$ cat config.mk
export PLATFORM = sky130hd
export DESIGN_NAME = plot_receiver
export DESIGN_NICKNAME = d
export VERILOG_FILES = /design/src/rtl/plot_receiver.sv
export SDC_FILE = /design/constraint.sdc
export NUM_CORES = 1
export LEC_CHECK = 0
export ABC_AREA = 1
export ABC_CLOCK_PERIOD_IN_PS = 3300
export CORE_ASPECT_RATIO = 1.25
export CORE_MARGIN = 4
export CORE_UTILIZATION = 40
export CTS_BUF_LIST = sky130_fd_sc_hd__clkbuf_4
export CTS_CLUSTER_DIAMETER = 50
export CTS_CLUSTER_SIZE = 14
export DETAILED_ROUTE_END_ITERATION = 7
export MAX_ROUTING_LAYER = met4
export PLACE_DENSITY = 0.57
export SETUP_SLACK_MARGIN = 0.02
export SYNTH_ARGS = -nofsm -noshare
export SYNTH_HDL_FRONTEND = slang
export SYNTH_SLANG_ARGS = --single-unit
$ cat constraint.sdc
create_clock -name clk -period 3.3 [get_ports clk]
set_clock_uncertainty 0.1 [all_clocks]
set_input_delay 0.66 -clock clk [delete_from_list [all_inputs] [get_ports clk]]
set_output_delay 0.66 -clock clk [all_outputs]
set_load 0.05 [all_outputs]
$ cat src/rtl/plot_receiver.sv
// plot_receiver: accepts pixel plot requests, range-checks them, queues them in
// a small FIFO and issues them one at a time to a framebuffer write port that
// can stall. Out-of-range requests are counted; requests arriving while the
// FIFO is full are dropped and flagged.
module plot_receiver #(
  parameter int DEPTH = 8,
  parameter int SCR_W = 160,
  parameter int SCR_H = 120
) (
  input  logic        clk,
  input  logic        reset_n,
  input  logic [7:0]  in_x,
  input  logic [6:0]  in_y,
  input  logic [2:0]  in_colour,
  input  logic        in_plot,
  output logic        in_ready,
  output logic [14:0] mem_addr,
  output logic [2:0]  mem_data,
  output logic        mem_we,
  input  logic        mem_busy,
  output logic [4:0]  fifo_level,
  output logic [7:0]  drop_count,
  output logic        overflow
);

  localparam int             PTR_W  = $clog2(DEPTH);
  localparam logic [4:0]     DEPTH5 = 5'(DEPTH);
  localparam logic [8:0]     SCR_W9 = 9'(SCR_W);
  localparam logic [7:0]     SCR_H8 = 8'(SCR_H);
  localparam logic [14:0]    SCR_WA = 15'(SCR_W);

  // Saturating increment for the drop counter.
  function automatic logic [7:0] sat_inc8(input logic [7:0] v);
    return (v == 8'hFF) ? v : v + 8'd1;
  endfunction

  // FIFO entry layout: {x[7:0], y[6:0], colour[2:0]}
  logic [17:0]      r_fifo [DEPTH];
  logic [PTR_W-1:0] r_wptr;
  logic [PTR_W-1:0] r_rptr;
  logic [4:0]       r_level;
  logic [14:0]      r_addr;
  logic [2:0]       r_data;
  logic             r_we;
  logic [7:0]       r_drop;
  logic             r_ovf;

  logic        w_in_range;
  logic        w_push;
  logic        w_pop;
  logic        w_complete;
  logic [17:0] w_head;
  logic [7:0]  w_head_x;
  logic [6:0]  w_head_y;
  logic [2:0]  w_head_c;
  logic [14:0] w_head_addr;

  assign in_ready   = (r_level != DEPTH5);
  assign w_in_range = ({1'b0, in_x} < SCR_W9) && ({1'b0, in_y} < SCR_H8);
  assign w_push     = in_plot && in_ready && w_in_range;
  assign w_complete = r_we && !mem_busy;
  // Refill the output register whenever it is empty or its write finishes now,
  // so a drained FIFO streams one write per cycle.
  assign w_pop      = (r_level != 5'd0) && (!r_we || !mem_busy);

  assign w_head      = r_fifo[r_rptr];
  assign w_head_x    = w_head[17:10];
  assign w_head_y    = w_head[9:3];
  assign w_head_c    = w_head[2:0];
  assign w_head_addr = ({8'd0, w_head_y} * SCR_WA) + {7'd0, w_head_x};

  // FIFO storage: data only, validity is tracked by the pointers and level.
  always_ff @(posedge clk) begin
    if (w_push) r_fifo[r_wptr] <= {in_x, in_y, in_colour};
  end

  // FIFO pointers and occupancy; pointers wrap naturally at DEPTH (power of 2).
  always_ff @(posedge clk or negedge reset_n) begin
    if (!reset_n) begin
      r_wptr  <= '0;
      r_rptr  <= '0;
      r_level <= 5'd0;
    end else begin
      if (w_push) r_wptr <= r_wptr + 1'b1;
      if (w_pop)  r_rptr <= r_rptr + 1'b1;
      case ({w_push, w_pop})
        2'b10:   r_level <= r_level + 5'd1;
        2'b01:   r_level <= r_level - 5'd1;
        default: r_level <= r_level;
      endcase
    end
  end

  // Output write register: holds address/colour stable until the write completes.
  always_ff @(posedge clk or negedge reset_n) begin
    if (!reset_n) begin
      r_we   <= 1'b0;
      r_addr <= 15'd0;
      r_data <= 3'd0;
    end else if (w_pop) begin
      r_we   <= 1'b1;
      r_addr <= w_head_addr;
      r_data <= w_head_c;
    end else if (w_complete) begin
      r_we   <= 1'b0;
    end
  end

  // Error bookkeeping: a full-FIFO drop takes precedence over a range drop.
  always_ff @(posedge clk or negedge reset_n) begin
    if (!reset_n) begin
      r_drop <= 8'd0;
      r_ovf  <= 1'b0;
    end else if (in_plot && !in_ready) begin
      r_ovf  <= 1'b1;
    end else if (in_plot && !w_in_range) begin
      r_drop <= sat_inc8(r_drop);
    end
  end

  assign mem_addr   = r_addr;
  assign mem_data   = r_data;
  assign mem_we     = r_we;
  assign fifo_level = r_level;
  assign drop_count = r_drop;
  assign overflow   = r_ovf;

endmodule

==> results of run 1 <==
## cell families (layout without fill, tap and decap cells)
| family | count (synthesis) | count (layout) | share of synthesized area |
|---|---|---|---|
| buffers and inverters | 79 | 179 | 0.04210 |
| adders and majority gates | 23 | 23 | 0.03940 |
| DFF | 183 | 183 | 0.6730 |
| and+or+nand+nor | 232 | 232 | 0.1231 |
| other | 0 | 2 | 0 |
| AOI/OAI and AO/OA | 150 | 150 | 0.1034 |
| xor gates and xnor gates | 17 | 17 | 0.01891 |
## power by group through the flow
| stage | Combinational, mW | Sequential (mW) | Clock, mW |
|---|---|---|---|
| 6_report | 5.59 | 3.12 | 1.36 |
| 5_1_grt | 6.23 | 3.17 | 1.50 |
| 4_1_cts | 5.28 | 3.11 | 1.40 |
| 3_5_place_dp | 5.26 | 3.17 | 0 |
| 3_3_place_gp | 5.10 | 3.15 | 0 |
| 2_1_floorplan | 3.14 | 3.73 | 0 |
## sequential cells by signal (all words and copies together), names as in the netlist
register,cells
overflow,1
r_wptr,3
r_rptr,3
fifo_level,5
mem_addr,15
mem_we,1
mem_data,3
drop_count,8
r_fifo,144
## cells in the mapped netlist, types with 2 or more instances
cell type,n,area share
a21oi_1,9,0.0057
a31oi_1,7,0.0056
buf_2,14,0.0089
buf_4,2,0.0019
clkbuf_1,11,0.0052
clkinv_2,2,0.0013
dfrtp_1,39,0.12
edfxtp_1,144,0.55
fa_1,3,0.0076
ha_1,20,0.032
inv_1,44,0.021
inv_2,4,0.0019
nand2_1,84,0.040
nand2_2,2,0.0016
nand2_4,2,0.0029
nand3_1,22,0.014
nand4_1,5,0.0040
nor2_1,109,0.052
nor2_2,4,0.0032
o21ai_0,93,0.059
o21ai_1,9,0.0057
o21bai_1,2,0.0019
o22ai_1,27,0.021
xnor2_1,7,0.0078
xor2_1,10,0.011
## cell usage in the layout, fill, tap and decap left out, types with 17 or more instances in the layout
cell type        netlist  routed
buf_4                  2      29
clkbuf_4               0      18
clkdlybuf4s50_1        0      54
dfrtp_1               39      37
edfxtp_1             144     144
ha_1                  20      17
inv_1                 44      43
nand2_1               84      83
nand3_1               22      22
nor2_1               109     108
o21ai_0               93      91
o22ai_1               27      27
## through the flow
stage          cells    util
6_report        1051  0.4869
5_1_grt         1051  0.4869
4_1_cts         1042  0.4787
3_5_place_dp    1010  0.4620
3_3_place_gp    1010  0.4620
2_1_floorplan    684       -
## what timing repair did
| item | in CTS | in global routing |
|---|---|---|
| pin swaps | 0 | 6 |
| setup buffers | 0 | 5 |
| setup endpoints to repair | 2 | 4 |
| gates cloned | 0 | 2 |
| resized for setup | 1 | 22 |
## per-layer routing
layer | GRT usage | vias up
met4 | 0.06174 | 0
met1 | 0.2115 | 2584
met2 | 0.2888 | 164
li1 | - | 2563
met3 | 0.02864 | 23
met5 | - | -
## path summary, 6_finish.rpt
path	startpoint	end	slack, ps	depth (start not counted)
max in group asynchronous	reset_n	r_rptr[1]$_DFFE_PN0P_	2320	1
min in group clk	mem_addr[12]$_DFFE_PN0P_	mem_addr[12]$_DFFE_PN0P_	400	2
worst max register to register	r_rptr[0]$_DFFE_PN0P_	mem_addr[14]$_DFFE_PN0P_	150	20
worst min-delay path	reset_n	overflow$_DFFE_PN0P_	120	1
worst max-delay path	r_rptr[0]$_DFFE_PN0P_	mem_addr[14]$_DFFE_PN0P_	150	20
worst min register to register	mem_addr[12]$_DFFE_PN0P_	mem_addr[12]$_DFFE_PN0P_	400	2
## final cells by class
| class | instances | area, um^2 | share of cell area |
|---|---|---|---|
| Tap cell | 265 | 331.6 | 0.03510 |
| Sequential cell | 183 | 5303 | 0.5614 |
| Multi-Input combinational cell | 422 | 2301 | 0.2436 |
| Inverter | 50 | 200.2 | 0.02119 |
| Clock buffer | 18 | 135.1 | 0.01431 |
| Clock inverter | 14 | 185.2 | 0.01961 |
| Antenna cell | 2 | 5.005 | 0.0005299 |
| Timing Repair Buffer | 97 | 984.7 | 0.1043 |
==> flow_metrics.tcl, run 1 <==
set metrics [dict create \
    post_drt_wl_per_cell_um 17.26 \
    avgSynthCellArea_um2 11.51 \
    p_comb_frac 0.555 \
    grt_max_degree 40 \
    cts_hold_buf 0 \
    drv_slew 0 \
    hold_class "input pin to async pin" \
    drt_iter0_drc 360 \
    dieArea_mm2 0.02201 \
    cp_cell_sequence "buf_6 > clkbuf_16 > nor2_2 > nor2_1 > o21ai_0 > a31oi_1 > buf_4 > ha_1 > ha_2 > fa_1 > nand2_2 > inv_2 > nand2_1 > nor2_2 > nand2_2 > nor2_4 > nand2_1 > nand2_1 > nand2_1 > nand2_1" \
    p_clk_frac 0.135 \
    max_freq_ghz 0.3177 \
    fin_nets 816 \
    routed-wl-met3_um 940 \
    hold_ws_ps 117.5 \
    switching_share 0.4527 \
    die_y_um 164.9 \
    grt_pass1_wl_mm 28.11 \
    dieWidth_um 133.5 \
    synth-main-ff-cell "edfxtp_1" \
    path_max_fanout 9 \
    max_stage_delay_ps 560 \
    critPathSlowestCell "fa_1" \
    place_hpwl_mm 11.23 \
    switching_power_mw 4.558 \
    drc_errors 0 \
    setup_violations 0 \
    synth_nets 729 \
    crit_type "flop to flop" \
    area_growth_syn_to_layout_pct 19.94 \
    period_needed_ps 3148 \
    cts_buffers 17 \
    drt_wl_total_mm 18.14 \
    drt_pre_antenna_iters 5 \
    crit_path_start_kind "flop" \
    hold_viol 0 \
    crit_top_cell "nand2_1" \
    yosysSeqAreaShare 0.6730 \
    synth-seq-cells 183 \
    grtUsageTotal 0.1718 \
    met2_length_mm 9.161 \
    maxCapViolations 0 \
    report.power.total_mw 10.07 \
    leakagePower_nw 3.551 \
    start_util 0.4060 \
    drive_gt1_frac 0.1339 \
    core-area_mm2 0.01940 \
    top_layer "met4" \
    gp_congestion 0.8023 \
    cp.buffers_inverters 4 \
    fin_ws_ps 152.0 \
    peakVddDrop_uv 472.5 \
    viasPerCell 5.075 \
    cts_max_path_buffers 2 \
    grt_pass1_vias 5269 \
    n_fill_cell 1776 \
    num_vias 5334 \
    root_buffer "clkbuf_4" \
    wl_met1_mm 7.681 \
    status "finished clean" \
    ant_nets 0 \
    worstMarginPinSlew_ps 947.6 \
    antenna_found_initial 1 \
    cp.required_ps 3710 \
    htreeDepth 4 \
    synth_edf_count 144 \
    grt-ovfl-total 0 \
    syn_area_mm2 0.007875 \
    clk_latency_ps 570 \
    fin_crit_sh 0.9539 \
    io_pins 56 \
    dp_slack_ps 24.84 \
    finalSetupTns_ps 0 \
    async_reset_ff_frac 0.2131 \
    ys_types 34 \
    num_rows 57 \
    critPathArrivalTime_ps 3560 \
    clock-sinks 183 \
    final_cell_area_mm2 0.009445 \
    netlist_instances 684 \
    p_int_mw 5.511 \
    crit_family "adder cells" \
    path_clk_slew_ps 160 \
    relSlewSlack 0.3683 \
    tritoncts "done" \
    p_per_area_mw_per_mm2 1066 \
    synth_warnings 0 \
    end_kind "flop" \
    place_area_mm2 0.008962 \
    rsz0062_at_grt "yes" \
    io_buffers 55 \
    p_seq_frac 0.310 \
]
(Power assumes the default switching activity.)
==> inputs of run 2 (changes only) <==
--- a/config.mk
+++ b/config.mk
@@ -5,7 +5,6 @@
 export SDC_FILE = /design/constraint.sdc
 export NUM_CORES = 1
 export LEC_CHECK = 0
-export ABC_AREA = 1
 export ABC_CLOCK_PERIOD_IN_PS = 3300
 export CORE_ASPECT_RATIO = 1.25
 export CORE_MARGIN = 4
@@ -15,7 +14,6 @@
 export CTS_CLUSTER_SIZE = 14
 export DETAILED_ROUTE_END_ITERATION = 7
 export MAX_ROUTING_LAYER = met4
-export PLACE_DENSITY = 0.57
 export SETUP_SLACK_MARGIN = 0.02
 export SYNTH_ARGS = -nofsm -noshare
 export SYNTH_HDL_FRONTEND = slang
==> run 2 against run 1 <==
The flow now finishes with violations (negative setup slack). Largest cell class unchanged. Cell area increased by 0.64%. Highest routed layer unchanged. Hold slack got worse by 21 ps. Sequential cell count unchanged. Setup slack got worse by 290 ps.
==> flow_metrics.tcl, run 2 <==
set metrics [dict create \
    end_kind "flop" \
    synth_nets 485 \
    yosys.area.top_type_share 0.5657 \
    synth_edf_count 144 \
    max_freq_ghz 0.2911 \
    io_buffers 55 \
    clk_latency_ps 580 \
    final_cell_mix "144 x edfxtp_1, 60 x buf_4, 54 x clkdlybuf4s50_1, 39 x nand2_1, 38 x dfrtp_1" \
    yosys.area.top_type "edfxtp_1" \
    num_vias 4202 \
    synth_commonest_cells "144 x edfxtp_1, 40 x nand2_1, 39 x dfrtp_1" \
    drt_wl_total_mm 15.01 \
    start_util 0.4070 \
    critPathArrivalTime_ps 3830 \
    ys_types 47 \
    yosysMostFrequentCell "edfxtp_1" \
    drv_slew 0 \
    drt_iter0_drc 283 \
    crit_top_cell "ha_4" \
    cts_buffers 17 \
    crit_path_start_kind "flop" \
    grt_pass1_vias 4383 \
    hold_viol 0 \
    crit_type "flop to flop" \
    tritoncts "done" \
    dieWidth_um 131.6 \
    synth-seq-cells 183 \
    worstMarginPinSlew_ps 900.2 \
    syn_area_mm2 0.007644 \
    setup_violations 3 \
    cp_cell_sequence "buf_6 > mux4_2 > mux2_4 > ha_4 > ha_4 > fa_2 > nand2_2 > a211o_4 > nor4bb_4 > a21oi_1 > a211oi_1" \
    cts_hold_buf 0 \
    area_growth_syn_to_layout_pct 24.36 \
    gp_congestion 0.8363 \
    crit_family "adder cells" \
    fin_ws_ps -135.7 \
    hold_class "input pin to async pin" \
    violations "negative setup slack" \
    rsz0062_at_grt "yes" \
    status "finished with violations" \
    grtUsageTotal 0.1521 \
    ant_nets 0 \
    root_buffer "clkbuf_4" \
    final_common_cell "edfxtp_1" \
    maxCapViolations 0 \
    synth-main-ff-cell "edfxtp_1" \
    drive_gt1_frac 0.2867 \
    place_hpwl_mm 10.14 \
    cp.buffers_inverters 1 \
    viasPerCell 5.131 \
    fin_crit_sh 1.041 \
    avgSynthCellArea_um2 17.37 \
    drc_errors 0 \
    fin_nets 618 \
    die_y_um 162.6 \
    regMostFlops "r_fifo" \
    cts_max_path_buffers 2 \
    path_clk_slew_ps 160 \
    period_needed_ps 3436 \
    netlist_instances 440 \
    relSlewSlack 0.3999 \
    post_drt_wl_per_cell_um 18.32 \
    num_rows 56 \
    yosysSeqAreaShare 0.6934 \
    synthTopCellsByArea "edfxtp_1 57%, dfrtp_1 13%, mux4_2 9.1%" \
    dieArea_mm2 0.02140 \
    io_pins 56 \
    max_stage_delay_ps 550 \
    antenna_found_initial 1 \
    critPathSlowestCell "fa_2" \
    core-area_mm2 0.01878 \
    grt-ovfl-total 0 \
    htreeDepth 4 \
    async_reset_ff_frac 0.2131 \
    largest_reg_flops 144 \
    cp.required_ps 3700 \
    grt_max_degree 40 \
    synth_warnings 0 \
    clock-sinks 183 \
    dp_slack_ps -433.0 \
    drt_pre_antenna_iters 5 \
    grt_pass1_wl_mm 24.22 \
    path_max_fanout 4 \
]
-- run 2: cell count changes after synthesis, sizes merged, moves of 11 or more --
cell | previous run | this run
nand2 | 88 | 40
inv | 48 | 13
mux2i | 0 | 11
o22ai | 27 | 0
o21ai | 102 | 21
nand3 | 22 | 5
nor2 | 114 | 13
mux4 | 0 | 36
-- run 2: path summary, 6_finish.rpt --
check	startpoint	endpoint	slack, ps	depth (start not counted)
min in group clk	mem_addr[5]$_DFFE_PN0P_	mem_addr[5]$_DFFE_PN0P_	390	2
worst min-delay path	reset_n	drop_count[6]$_DFFE_PN0P_	100	1
worst max register to register	r_rptr[0]$_DFFE_PN0P_	mem_addr[14]$_DFFE_PN0P_	-140	11
worst max-delay path	r_rptr[0]$_DFFE_PN0P_	mem_addr[14]$_DFFE_PN0P_	-140	11
worst min register to register	mem_addr[5]$_DFFE_PN0P_	mem_addr[5]$_DFFE_PN0P_	390	2
max in group asynchronous	reset_n	r_rptr[0]$_DFFE_PN0P_	2380	1
-- run 2: logic make-up after synthesis --
family / share of synthesized area
flip-flops: 0.6934
AND/OR/NAND/NOR: 0.05173
multiplexers: 0.1367
AO/OA/AOI/OAI: 0.03487
buffers and inverters: 0.01637
XOR/XNOR: 0.02636
adder cells (fa/ha/maj): 0.04060
-- run 2: cell type report --
| type | count | area [um^2] |
|---|---|---|
| Sequential cell | 183 | 5301 |
| Inverter | 13 | 48.80 |
| Timing Repair Buffer | 128 | 1221 |
| Multi-Input combinational cell | 230 | 2402 |
| Clock buffer | 17 | 127.6 |
| Antenna cell | 1 | 2.502 |
| Tap cell | 232 | 290.3 |
| Clock inverter | 15 | 111.4 |
| Fill cell | 1528 | 9273 |
-- run 2: metrics by stage --
stage / hold slack [ps] / TNS, ps / cell area, um^2 / utilization / std cells
2_1_floorplan: 264.4 / -592.5 / 7716 / - / 440
3_3_place_gp: 371.0 / -936.5 / 9020 / 0.4803 / 777
3_5_place_dp: 365.3 / -3126 / 9020 / 0.4803 / 777
4_1_cts: 102.7 / -441.7 / 9390 / 0.5001 / 814
5_1_grt: 125.4 / -649.8 / 9505 / 0.5062 / 819
6_report: 95.99 / -289.8 / 9505 / 0.5062 / 819
-- run 2: worst reg2reg max path: stages (launching register included) --
cell and delay, ps:
dfrtp_2 450, buf_6 140, mux4_2 480, mux2_4 300, ha_4 220, ha_4 160, fa_2 550, nand2_2 60
a211o_4 300, nor4bb_4 280, a21oi_1 100, a211oi_1 230
-- run 2: per-layer routing --
layer  wire (um)  global-route usage
met1        6327              0.1828
met2        7786              0.2536
met3         609             0.03585
met4         281             0.05492
met5           0                   -
-- run 2: timing repair --
item	in CTS	in global routing
pin swaps	8	11
gates cloned	0	0
setup endpoints to repair	4	5
gates resized for setup	16	12
buffers inserted	5	4
Power of run 2 is not shown: default switching activity piles up to over one toggle a cycle in this logic, so the estimate is an artifact.
==> inputs of run 3 (changes only) <==
--- a/config.mk
+++ b/config.mk
@@ -15,6 +15,7 @@
 export DETAILED_ROUTE_END_ITERATION = 7
 export MAX_ROUTING_LAYER = met4
 export SETUP_SLACK_MARGIN = 0.02
+export SLEW_MARGIN = 20
 export SYNTH_ARGS = -nofsm -noshare
 export SYNTH_HDL_FRONTEND = slang
 export SYNTH_SLANG_ARGS = --single-unit
==> constraint.sdc (replaced) <==
create_clock -name clk -period 3.3 [get_ports clk]
set_clock_uncertainty 0.1 [all_clocks]
set_input_delay 0.66 -clock clk [delete_from_list [all_inputs] [get_ports clk]]
set_output_delay 0.66 -clock clk [all_outputs]
set_load 0.005 [all_outputs]
==> run 3 against run 2 <==
The flow still finishes with violations (negative setup slack). Largest cell class unchanged. Cell area decreased by 0.51%. Highest routed layer unchanged. Die area is the same. Register-to-register slack lost 50 ps. Routed wire length increased by 1.9%. Critical path depth is the same.
==> flow_metrics.tcl, run 3 (synthesis gave the netlist of run 2 again) <==
set metrics [dict create \
    status "finished with violations" \
    violations "negative setup slack" \
    post_drt_wl_per_cell_um 19.04 \
    htreeDepth 4 \
    report.power.total_mw 9.809 \
    num_vias 4140 \
    num_rows 56 \
    hold_class "input pin to async pin" \
    clock-sinks 183 \
    p_seq_frac 0.320 \
    p_comb_frac 0.537 \
    drv_slew 0 \
    cts_max_path_buffers 2 \
    worstMarginPinSlew_ps 889.5 \
    tritoncts "done" \
    maxCapViolations 0 \
    area_growth_syn_to_layout_pct 23.72 \
    final_cell_area_mm2 0.009457 \
    crit_type "flop to flop" \
    rrSetupSlack_ps -180 \
    switching_share 0.3431 \
    timing.rr.start "r_rptr[0]$_DFFE_PN0P_" \
    cp.buffers_inverters 1 \
    max_stage_delay_ps 540 \
    largest_reg_flops 144 \
    dieWidth_um 131.6 \
    cp.required_ps 3680 \
    final_common_cell "edfxtp_1" \
    drc_errors 0 \
    p_int_mw 6.443 \
    dieArea_mm2 0.02140 \
    dp_cells 766 \
    final_cell_mix "144 x edfxtp_1, 54 x clkdlybuf4s50_1, 43 x buf_4, 39 x nand2_1, 38 x dfrtp_1" \
    die_y_um 162.6 \
    drt_wl_total_mm 15.29 \
    regArea_mm2 0.005301 \
    grtUsageTotal 0.1540 \
    grt-ovfl-total 0 \
    root_buffer "clkbuf_4" \
    crit_path_start_kind "flop" \
    cp_cell_sequence "buf_12 > mux4_2 > mux2_4 > ha_4 > ha_4 > fa_2 > nand2_2 > a211o_1 > nor4bb_2 > a21oi_1 > a211oi_1" \
    p_clk_frac 0.144 \
    antenna_found_initial 2 \
    grt_max_degree 40 \
    p_per_area_mw_per_mm2 1037 \
    crit_family "adder cells" \
    peakVddDrop_uv 568.6 \
    clk_latency_ps 550 \
    worstReg2RegEnd "mem_addr[14]$_DFFE_PN0P_" \
    drt_pre_antenna_iters 4 \
    n_fill_cell 1549 \
    max_freq_ghz 0.2873 \
    io_buffers 55 \
    leakagePower_nw 3.445 \
    fin_ws_ps -181.1 \
    switching_power_mw 3.365 \
    r2r_cells 11 \
    cts_buffers 17 \
    multi_input_area_mm2 0.002359 \
    critPathSlowestCell "fa_2" \
    rsz0062_at_grt "yes" \
    regMostFlops "r_fifo" \
    fin_cells 803 \
    place_area_mm2 0.008952 \
    io_pins 56 \
    hold_ws_ps 96.58 \
    drive_gt1_frac 0.2654 \
    ant_nets 0 \
    path_clk_slew_ps 150 \
    start_util 0.4070 \
    end_kind "flop" \
    hold_viol 0 \
    viasPerCell 5.156 \
    fin_crit_sh 1.055 \
    setup_violations 3 \
    grt_pass1_wl_mm 24.22 \
    core-area_mm2 0.01878 \
    period_needed_ps 3481 \
    crit_top_cell "ha_4" \
    path_max_fanout 8 \
    grt_pass1_vias 4283 \
    relSlewSlack 0.4070 \
    fin_nets 602 \
    drt_iter0_drc 202 \
    finalSetupTns_ps -356.5 \
    gp_congestion 0.8355 \
    critPathArrivalTime_ps 3870 \
    place_hpwl_mm 9.658 \
]
## run 3: how the worst max path moves through the flow
| stage | start | slack (ps) | depth (start not counted) | endpoint |
|---|---|---|---|---|
| 3_5_place_dp | in_x[5] | -420 | 14 | fifo_level[4]$_DFFE_PN0P_ |
| 6_report | r_rptr[0]$_DFFE_PN0P_ | -180 | 11 | mem_addr[14]$_DFFE_PN0P_ |
| 3_3_place_gp | in_x[5] | -210 | 14 | fifo_level[4]$_DFFE_PN0P_ |
| 2_1_floorplan | r_rptr[0]$_DFFE_PN0P_ | -280 | 13 | mem_addr[14]$_DFFE_PN0P_ |
| 4_1_cts | r_rptr[0]$_DFFE_PN0P_ | -180 | 12 | mem_addr[14]$_DFFE_PN0P_ |
| 5_1_grt | r_rptr[0]$_DFFE_PN0P_ | -280 | 12 | mem_addr[14]$_DFFE_PN0P_ |
## run 3: metrics by stage
| stage | setup WS [ps] | utilization |
|---|---|---|
| floorplan | -283.0 | - |
| global placement | -212.4 | 0.4767 |
| detailed placement | -416.2 | 0.4767 |
| CTS | -176.9 | 0.4992 |
| global route | -279.0 | 0.5036 |
| finish | -181.1 | 0.5036 |
## run 3: per-layer routing
layer | wire length (um) | global-route usage | up-vias
met1 | 6623 | 0.1958 | 2098
met3 | 577 | 0.03430 | 12
met4 | 201 | 0.04967 | 0
met5 | 0 | - | -
met2 | 7885 | 0.2492 | 84
li1 | - | - | 1946
## run 3: timing repair
item / 4_1_cts / 5_1_grt
pin swaps: 7 / 8
buffers inserted: 2 / 2
setup endpoints to repair: 3 / 4
gates resized for setup: 11 / 10
hold buffers: 0 / 0
hold endpoints to repair: 0 / 0
## run 3: power by group through the flow
stage,combinational (mW),clock [mW],sequential (mW)
global placement,4.68,0,3.17
CTS,5.01,1.45,3.14
detailed placement,4.73,0,3.19
finish,5.27,1.41,3.14
global route,5.76,1.56,3.18
floorplan,2.97,0,3.15
## run 3: final cells by class
| class | count | share of cell area |
|---|---|---|
| flip-flops and latches | 183 | 0.5606 |
| clock inverters | 13 | 0.02157 |
| multi-input cells | 230 | 0.2494 |
| repair buffers | 112 | 0.1178 |
| inverters | 13 | 0.005160 |
| clock buffers | 18 | 0.01429 |
| well taps | 232 | 0.03070 |
| diodes | 2 | 0.0005292 |
